`src/rtl/traffic_pkg.sv`:
```
// Shared definitions between the presence conditioner and the light controller:
// lane indices, controller state codes, light colours and the green-lane decode.
package traffic_pkg;

  localparam int unsigned NUM_LANES = 8;
  localparam int unsigned STATE_W   = 5;
  localparam int unsigned DEB_W     = 4;
  localparam int unsigned STUCK_W   = 16;

  localparam int unsigned LANE_N  = 0;
  localparam int unsigned LANE_S  = 1;
  localparam int unsigned LANE_E  = 2;
  localparam int unsigned LANE_W  = 3;
  localparam int unsigned LANE_NL = 4;
  localparam int unsigned LANE_SL = 5;
  localparam int unsigned LANE_EL = 6;
  localparam int unsigned LANE_WL = 7;

  typedef enum logic [STATE_W-1:0] {
    n_s     = 5'd0,
    e_w     = 5'd1,
    n_s_y   = 5'd2,
    e_w_y   = 5'd3,
    n_nl    = 5'd4,
    n_nl_y  = 5'd5,
    s_sl    = 5'd6,
    s_sl_y  = 5'd7,
    w_wl    = 5'd8,
    w_wl_y  = 5'd9,
    e_el    = 5'd10,
    e_el_y  = 5'd11,
    nl_sl   = 5'd12,
    nl_sl_y = 5'd13,
    el_wl   = 5'd14,
    el_wl_y = 5'd15
  } ctl_state_e;

  typedef enum logic [1:0] {
    LIGHT_R = 2'd0,
    LIGHT_Y = 2'd1,
    LIGHT_G = 2'd2
  } light_e;

  // Lanes shown green for a controller state; yellow and unused codes serve nobody.
  function automatic logic [NUM_LANES-1:0] lane_green_mask(input logic [STATE_W-1:0] state);
    logic [NUM_LANES-1:0] mask;
    mask = '0;
    case (state)
      n_s: begin
        mask[LANE_N] = 1'b1;
        mask[LANE_S] = 1'b1;
      end
      e_w: begin
        mask[LANE_E] = 1'b1;
        mask[LANE_W] = 1'b1;
      end
      n_nl: begin
        mask[LANE_N]  = 1'b1;
        mask[LANE_NL] = 1'b1;
      end
      s_sl: begin
        mask[LANE_S]  = 1'b1;
        mask[LANE_SL] = 1'b1;
      end
      w_wl: begin
        mask[LANE_W]  = 1'b1;
        mask[LANE_WL] = 1'b1;
      end
      e_el: begin
        mask[LANE_E]  = 1'b1;
        mask[LANE_EL] = 1'b1;
      end
      nl_sl: begin
        mask[LANE_NL] = 1'b1;
        mask[LANE_SL] = 1'b1;
      end
      el_wl: begin
        mask[LANE_EL] = 1'b1;
        mask[LANE_WL] = 1'b1;
      end
      default: mask = '0;
    endcase
    return mask;
  endfunction

endpackage

```
`src/rtl/presence_lane.sv`:
```
// One detector lane: synchronizer, debounce filter, call latch served by green,
// and a stuck-on monitor whose sticky fault forces a permanent recall.
module presence_lane
  import traffic_pkg::*;
#(
  parameter int unsigned DEB_CYCLES   = 4,
  parameter int unsigned STUCK_CYCLES = 1024
) (
  input  logic clk,
  input  logic rst_n,
  input  logic raw_i,
  input  logic green_i,
  output logic presence_o,
  output logic fault_o
);

  localparam logic [DEB_W-1:0]   DEB_LAST  = DEB_W'(DEB_CYCLES - 1);
  localparam logic [STUCK_W-1:0] STUCK_MAX = STUCK_W'(STUCK_CYCLES);

  logic [1:0]         sync_q, sync_d;
  logic               filt_q, filt_d;
  logic               filt_dly_q, filt_dly_d;
  logic [DEB_W-1:0]   deb_cnt_q, deb_cnt_d;
  logic [STUCK_W-1:0] stuck_cnt_q, stuck_cnt_d;
  logic               call_q, call_d;
  logic               fault_q, fault_d;
  logic               s2;

  assign s2 = sync_q[1];

  // Next-state for all lane registers.
  always_comb begin
    sync_d      = {sync_q[0], raw_i};
    filt_d      = filt_q;
    filt_dly_d  = filt_q;
    deb_cnt_d   = '0;
    stuck_cnt_d = '0;
    call_d      = call_q;
    fault_d     = fault_q;

    if (s2 != filt_q) begin
      if (deb_cnt_q == DEB_LAST) begin
        filt_d = s2;
      end else begin
        deb_cnt_d = deb_cnt_q + DEB_W'(1);
      end
    end

    // Set wins over serve so a fresh arrival is never lost.
    if (green_i && !filt_q) begin
      call_d = 1'b0;
    end
    if (filt_q && !filt_dly_q) begin
      call_d = 1'b1;
    end

    if (filt_q) begin
      if (stuck_cnt_q == STUCK_MAX) begin
        stuck_cnt_d = stuck_cnt_q;
      end else begin
        stuck_cnt_d = stuck_cnt_q + STUCK_W'(1);
      end
      if (stuck_cnt_d == STUCK_MAX) begin
        fault_d = 1'b1;
      end
    end
  end

  always_ff @(posedge clk or negedge rst_n) begin
    if (!rst_n) begin
      sync_q      <= '0;
      filt_q      <= 1'b0;
      filt_dly_q  <= 1'b0;
      deb_cnt_q   <= '0;
      stuck_cnt_q <= '0;
      call_q      <= 1'b0;
      fault_q     <= 1'b0;
    end else begin
      sync_q      <= sync_d;
      filt_q      <= filt_d;
      filt_dly_q  <= filt_dly_d;
      deb_cnt_q   <= deb_cnt_d;
      stuck_cnt_q <= stuck_cnt_d;
      call_q      <= call_d;
      fault_q     <= fault_d;
    end
  end

  // A faulty detector holds presence so its lane is never starved.
  assign presence_o = filt_q | call_q | fault_q;
  assign fault_o    = fault_q;

endmodule

```
`src/rtl/presence_conditioner.sv`:
```
// Conditions eight raw loop detectors into controller presence inputs, clearing
// each latched call when the controller reports that lane green.
module presence_conditioner
  import traffic_pkg::*;
#(
  parameter int unsigned DEB_CYCLES   = 4,
  parameter int unsigned STUCK_CYCLES = 1024
) (
  input  logic                 CLK,
  input  logic                 rst_n,
  input  logic [NUM_LANES-1:0] raw_det,
  input  logic [STATE_W-1:0]   ctl_state,
  output logic [NUM_LANES-1:0] presence,
  output logic [NUM_LANES-1:0] fault,
  output logic                 fault_any
);

  logic [NUM_LANES-1:0] green_c;

  assign green_c = lane_green_mask(ctl_state);

  for (genvar i = 0; i < NUM_LANES; i++) begin : g_lane
    presence_lane #(
      .DEB_CYCLES  (DEB_CYCLES),
      .STUCK_CYCLES(STUCK_CYCLES)
    ) u_lane (
      .clk       (CLK),
      .rst_n     (rst_n),
      .raw_i     (raw_det[i]),
      .green_i   (green_c[i]),
      .presence_o(presence[i]),
      .fault_o   (fault[i])
    );
  end

  assign fault_any = |fault;

endmodule
```
`config.mk`:
```
export PLATFORM = sky130hd
export DESIGN_NAME = presence_conditioner
export DESIGN_NICKNAME = d
export VERILOG_FILES = /design/src/rtl/traffic_pkg.sv /design/src/rtl/presence_lane.sv /design/src/rtl/presence_conditioner.sv
export SDC_FILE = /design/constraint.sdc
export NUM_CORES = 1
export LEC_CHECK = 0
export CORE_ASPECT_RATIO = 0.7
export CORE_MARGIN = 2
export CORE_UTILIZATION = 55
export DETAILED_ROUTE_END_ITERATION = 10
export MAX_ROUTING_LAYER = met4
export PLACE_DENSITY = 0.72
export SLEW_MARGIN = 25
export SYNTH_ARGS = -nofsm -noshare
export SYNTH_HDL_FRONTEND = slang
export SYNTH_SLANG_ARGS = --single-unit
```
`constraint.sdc`:
```
create_clock -name CLK -period 2.2 [get_ports CLK]
set_input_delay 0.44 -clock CLK [delete_from_list [all_inputs] [get_ports CLK]]
set_output_delay 0.44 -clock CLK [all_outputs]
set_load 0.01 [all_outputs]
```
Word-level counts from Yosys, hierarchy flattened
Index checks and enable logic that the tools add are counted.
- flip-flop bits (word level): 208
- input bits: 15
- output and inout port bits: 17
- logic and storage cells: 257
- $add $sub $neg: 16
- equal/unequal tests: 39
- mux-type cells: 64
- bitwise logic cells: 16
- reduce and logical (&&, ||, !) cells: 66
- operator list (cell ; count):
    $mux W16 ; 24
    $eq A16 B11 Y1 const B ; 16
    $add A16 B1 Y16 const B ; 8
    $mux W4 ; 16
    $add A4 B1 Y4 const B ; 8
    $eq A4 B2 Y1 const B ; 8
    $reduce_and A2 Y1 ; 16
    $mux W1 ; 24
    $eq A5 B4 Y1 const B ; 4
    $logic_and A1 B1 Y1 ; 16
    $logic_not A1 Y1 ; 16
    $or A1 B1 Y1 ; 16
    $reduce_bool A2 Y1 ; 8
    $reduce_or A2 Y1 ; 8
    $eq A5 B3 Y1 const B ; 2
    $ne A1 B1 Y1 ; 8
    $reduce_or A8 Y1 ; 1
    $eq A5 B1 Y1 const B ; 1
    $logic_not A5 Y1 ; 1

Logic depth before layout (Yosys ltp)
- depth after elaboration: 6
- mapped depth: 7
- mapped depth without buffers: 7

By module
Synthesis repeated with hierarchy kept, for this count alone.
- cells, all modules: 1148
- area total of the unflattened synthesis: 11680.0 um^2
- modules (own cells, without submodules) (module ; times used ; cells an instance ; area each (um^2) ; seq. area each (um^2)):
    presence_lane ; 8 ; 141 ; 1441.4 ; 650.6
    presence_conditioner ; 1 ; 20 ; 148.9 ; 0.0

Worst setup path after synthesis
No wires, ideal clock.
- kind: register to register
- start point: register g_lane[2].u_lane.stuck_cnt_q[0]
- end point: register g_lane[2].u_lane.fault_q
- setup time: 0.104 ns
- data arrival time: 1.891 ns
- required time: 2.096 ns
- path slack: 0.206 ns
- stages on the path, launching flop included: 7
- path buffers: 0
- clock period less this slack: 1.994 ns
- path through: dfrtp_1 ha_1 or3_1 a211o_1 a211oi_2 nand4_1 o41ai_2
- word-level cells in the longest chain between the ends: 5
- elaborated cells on any way between the ends: 6
- classes of those cells: add/sub (1); eq/ne (2); mux (2); reduce/logical (1)
- ends and longest elaborated chain (what ; line ; source):
    start: declaration ; presence_lane.sv:24 ; logic [STUCK_W-1:0] stuck_cnt_q, stuck_cnt_d;
    start signal: assignment ; presence_lane.sv:83 ; stuck_cnt_q <= stuck_cnt_d;
    $add A16 B1 Y16 or $eq A16 B11 Y1 (tied branches) ; presence_lane.sv:61, presence_lane.sv:58 ;
    $mux W16 * ; presence_lane.sv:58 ; if (stuck_cnt_q == STUCK_MAX) begin
    $mux W16 * ; presence_lane.sv:57 ; if (filt_q) begin
    $eq A16 B11 Y1 * ; presence_lane.sv:63 ; if (stuck_cnt_d == STUCK_MAX) begin
    $reduce_and A2 Y1 (no source line) * ; - ;
    end signal: assignment ; presence_lane.sv:85 ; fault_q <= fault_d;
    end: declaration ; presence_lane.sv:26 ; logic fault_q, fault_d;
Mark *: on every way between the ends. The rest lies on a longest branch, timed or not. The select of a mux whose other input is x is not followed.
A chain may end at the register's enable or synchronous reset.

Worst setup path in the final report
- start point: register g_lane[4].u_lane.fault_q
- end point: output port presence[4]
- word-level cells in the longest chain between the ends: 1
- ends and longest elaborated chain (what ; line ; source):
    start: declaration ; presence_lane.sv:26 ;
    start signal: assignment ; presence_lane.sv:85 ;
    $or A1 B1 Y1 ; presence_lane.sv:90 ; assign presence_o = filt_q | call_q | fault_q;
    end: declaration ; presence_conditioner.sv:13 ; output logic [NUM_LANES-1:0] presence,
Every way passes these cells.

==> summary.txt <==
Run status
  • Outcome: finished, final reports clean

Synth
  • Synth area leader: dfrtp_1
  • Synthesis warning total: 0
  • Synth area leaders: dfrtp_1 45%, xnor2_1 6.0%, and2_1 4.5%
  • Post-synth top area share: 44.9%
  • Synth Instances: 1194
  • Synth unique cells: 73
  • Post-synth ARST share: 100%
  • Synthesized area: 11600 um2
  • Synth Area per Inst: 9.71 um2
  • #FFs+latches synth: 208
  • Synth top cells by count: 208 x dfrtp_1, 83 x and2_1, 79 x xnor2_1
  • Ys flop type: dfrtp_1
  • Register area share after synthesis: 44.9%
  • Synth Net Count: 1233
  • Post-synth EDFFs: 0
  • Most common cell in the synthesized netlist: dfrtp_1

Finish
  • Storage cell area: 5210 um2
  • Multi-input logic area: 5830 um2
  • Final #Nets: 1250
  • Synth-to-layout area growth: 12.4%
  • Fillers: 1694
  • Share of layout cells above drive strength 1: 9.71%
  • Layout Cells excl Fill: 1502
  • Antenna diodes: 0

STA
  • Final sum of negative setup slack: 0 ns
  • Minimum clock period: 2.13 ns
  • Rel. slew slack: 66.2%
  • Fmax: 469 MHz
  • Slew of the pin with the lowest slew margin: 0.507 ns
  • Final hold vios: 0
  • Clock skew: 0.0167 ns
  • Setup Viol. Count Final: 0
  • Final period util: 96.9%
  • Count of final max-slew check failures: 0
  • RSZ-0062 raised after global routing: no

Job
  • Max cap viols: 0

Place
  • Routability cong.: 0.885
  • Dpl cells: 1462
  • DP HPWL: 16000 um
  • PortBufs: 31

Routing
  • Routed Antenna Nets: 0
  • Vias: 8584
  • Highest metal used: met4
  • Routed WL: 23000 um
  • DR pass1 iterations: 8
  • Drc violations: 0
  • Met2 wire length: 9430 um
  • Via density: 5.72
  • Wire per inst: 15.3 um
  • Initial detailed-routing violation count: 1063
  • M1 WL: 12100 um
  • Met3 wire length: 888 um

CTS
  • Worst-path clk slew: 0.06 ns
  • TritonCTS buffer count: 22
  • Sink Count: 208
  • CTS Buffer Depth: 3
  • CTS H-Tree Depth: 1
  • Root buf cell: clkbuf_16
  • TritonCTS clock tree: built
  • Later-pin clock latency in the skew report: 0.51 ns

Power
  • Pwr per Cell Area: 872 nW/um2
  • Int Pwr: 8.05 mW
  • Part of the power in registers: 41.7%
  • Psw: 3.30 mW
  • Pleak: 5.55 nW
  • Combinational Power Share: 21.9%
  • Clock power share: 36.4%
  • Maximum VDD drop: 864 uV
  • Switching part of the total: 29.1%

Die
  • Rows: 44
  • Initial Util: 56.0%
  • Die Wd: 178 um
  • Core Box Area: 20700 um2
  • Die Area: 22300 um2
  • IO Pins: 32
  • Die H: 125 um

Global route
  • Global route total overflow: 0
  • Tot GR Track Use: 21.7%
  • First-pass GRT wire length: 39200 um
  • Initial antenna violation count: 0
  • Vias in the first global route: 7770
  • Largest net degree at the start of global routing: 65

Worst setup path
  • Slowest CP cell: dfrtp_1
  • WP data required: 1.76 ns
  • Type of the worst setup path: register to output port
  • Endpoint class of the critical path: output port
  • WP data arrival: 1.69 ns
  • Crit-path cells: buf_4 -> or3_1 -> dlygate4sd2_1
  • CP Launch Type: register
  • Slowest stage delay, CP: 0.42 ns
  • Worst Path Max Fanout: 3

Hold path
  • Min-delay worst type: register to register
[power groups by stage]
stage / Sequential (mW) / Combinational [mW] / Clock [mW]
6_report: 4.74 / 2.49 / 4.13
5_1_grt: 4.82 / 2.83 / 4.38
4_1_cts: 4.73 / 2.52 / 4.23
3_5_place_dp: 4.80 / 2.52 / 0
3_3_place_gp: 4.77 / 2.48 / 0
2_1_floorplan: 4.70 / 1.78 / 0
[timing repair]
action / 4_1_cts / 5_1_grt
pin swaps: 0 / 2
endpoints found under the hold margin: 58 / 0
hold buffers: 1 / 0
setup buffers: 0 / 0
resized for setup: 11 / 8
endpoints found under the setup margin: 9 / 5
[per-stage QoR]
step	utilization (%)	area [um2]	power, mW	hold WS [ns]	setup WS (ns)
floorplan	-	11600	6.48	0.144	0.206
global placement	58.8	12200	7.25	0.332	0.176
detailed placement	58.8	12200	7.32	0.335	0.116
CTS	62.8	13000	11.5	0.349	0.0475
global route	63.0	13000	12.0	0.354	0.00522
finish	63.0	13000	11.4	0.348	0.0673
[per-layer routing]
layer | up-vias | GRT usage (%)
li1 | 4210 | -
met1 | 4118 | 34.5
met2 | 215 | 29.0
met3 | 41 | 2.68
met4 | 0 | 5.40
met5 | - | -
[cell type report]
| class | count | area share (%) |
|---|---|---|
| inverter | 51 | 1.47 |
| timing repair buffer | 71 | 4.94 |
| sequential | 208 | 40.0 |
| clock buffer | 28 | 4.87 |
| tap | 276 | 2.65 |
| clock inverter | 11 | 1.40 |
| multi-input combinational | 857 | 44.7 |
[flip-flops by register name, summed over array words and instances, names as in the netlist]
signal / cells
g_lane.u_lane.call_q: 8
g_lane.u_lane.stuck_cnt_q: 128
g_lane.u_lane.deb_cnt_q: 32
g_lane.u_lane.filt_dly_d: 8
g_lane.u_lane.fault_o: 8
g_lane.u_lane.filt_dly_q: 8
g_lane.u_lane.sync_q: 16
[path summary, 6_finish.rpt]
path | start | end | slack (ns) | cells after the start
worst max-delay path | g_lane[4].u_lane.fault_o$_DFFE_PN0P_ | presence[4] | 0.07 | 3
worst min-delay path | g_lane[6].u_lane.sync_q[0]$_DFF_PN0_ | g_lane[6].u_lane.sync_q[1]$_DFF_PN0_ | 0.35 | 0
worst max register to register | g_lane[2].u_lane.stuck_cnt_q[0]$_DFF_PN0_ | g_lane[2].u_lane.fault_o$_DFFE_PN0P_ | 0.12 | 8
worst min register to register | g_lane[6].u_lane.sync_q[0]$_DFF_PN0_ | g_lane[6].u_lane.sync_q[1]$_DFF_PN0_ | 0.35 | 0
max in group asynchronous | rst_n | g_lane[6].u_lane.filt_dly_q$_DFF_PN0_ | 1.02 | 3
min in group asynchronous | rst_n | g_lane[0].u_lane.deb_cnt_q[2]$_DFF_PN0_ | 0.49 | 2
[kinds of logic (layout without fill, tap and decap cells)]
logic type	count (synthesis)	count (layout)	share of synthesized area, %
simple gates	537	537	26.9
compound gates	143	143	8.59
buf+inv	129	161	5.17
xor+xnor	133	133	10.0
fa+ha+maj	24	24	2.59
mux	20	20	1.81
flops	208	208	44.9
[worst max-delay path: cells and delay by family, from the launching register on]
family        cells  cell delay (ns)
simple gates      1             0.31
flops             1             0.42
buf+inv           2             0.46
[layout by cell type (no fill, tap or decap), drive strengths merged, types with 5 or more instances in the layout]
master / count
clkinv: 5
dfrtp: 208
inv: 51
nand2: 67
nand3: 58
clkdlybuf4s50: 21
a31oi: 6
bufinv: 5
nor3: 58
nor2: 48
nand2b: 13
or3: 20
o21ai: 39
nand4: 42
nand3b: 15
nor3b: 14
clkbuf: 28
mux2i: 12
dlygate4sd2: 9
ha: 24
xnor2: 79
o41ai: 9
nor2b: 29
nor4: 32
and3: 25
a21oi: 23
and2: 83
xor2: 54
buf: 40
a21boi: 17
nor4b: 14
or2: 5
o21a: 6
mux2: 8
Note: power is estimated with default switching activity, not from simulation.
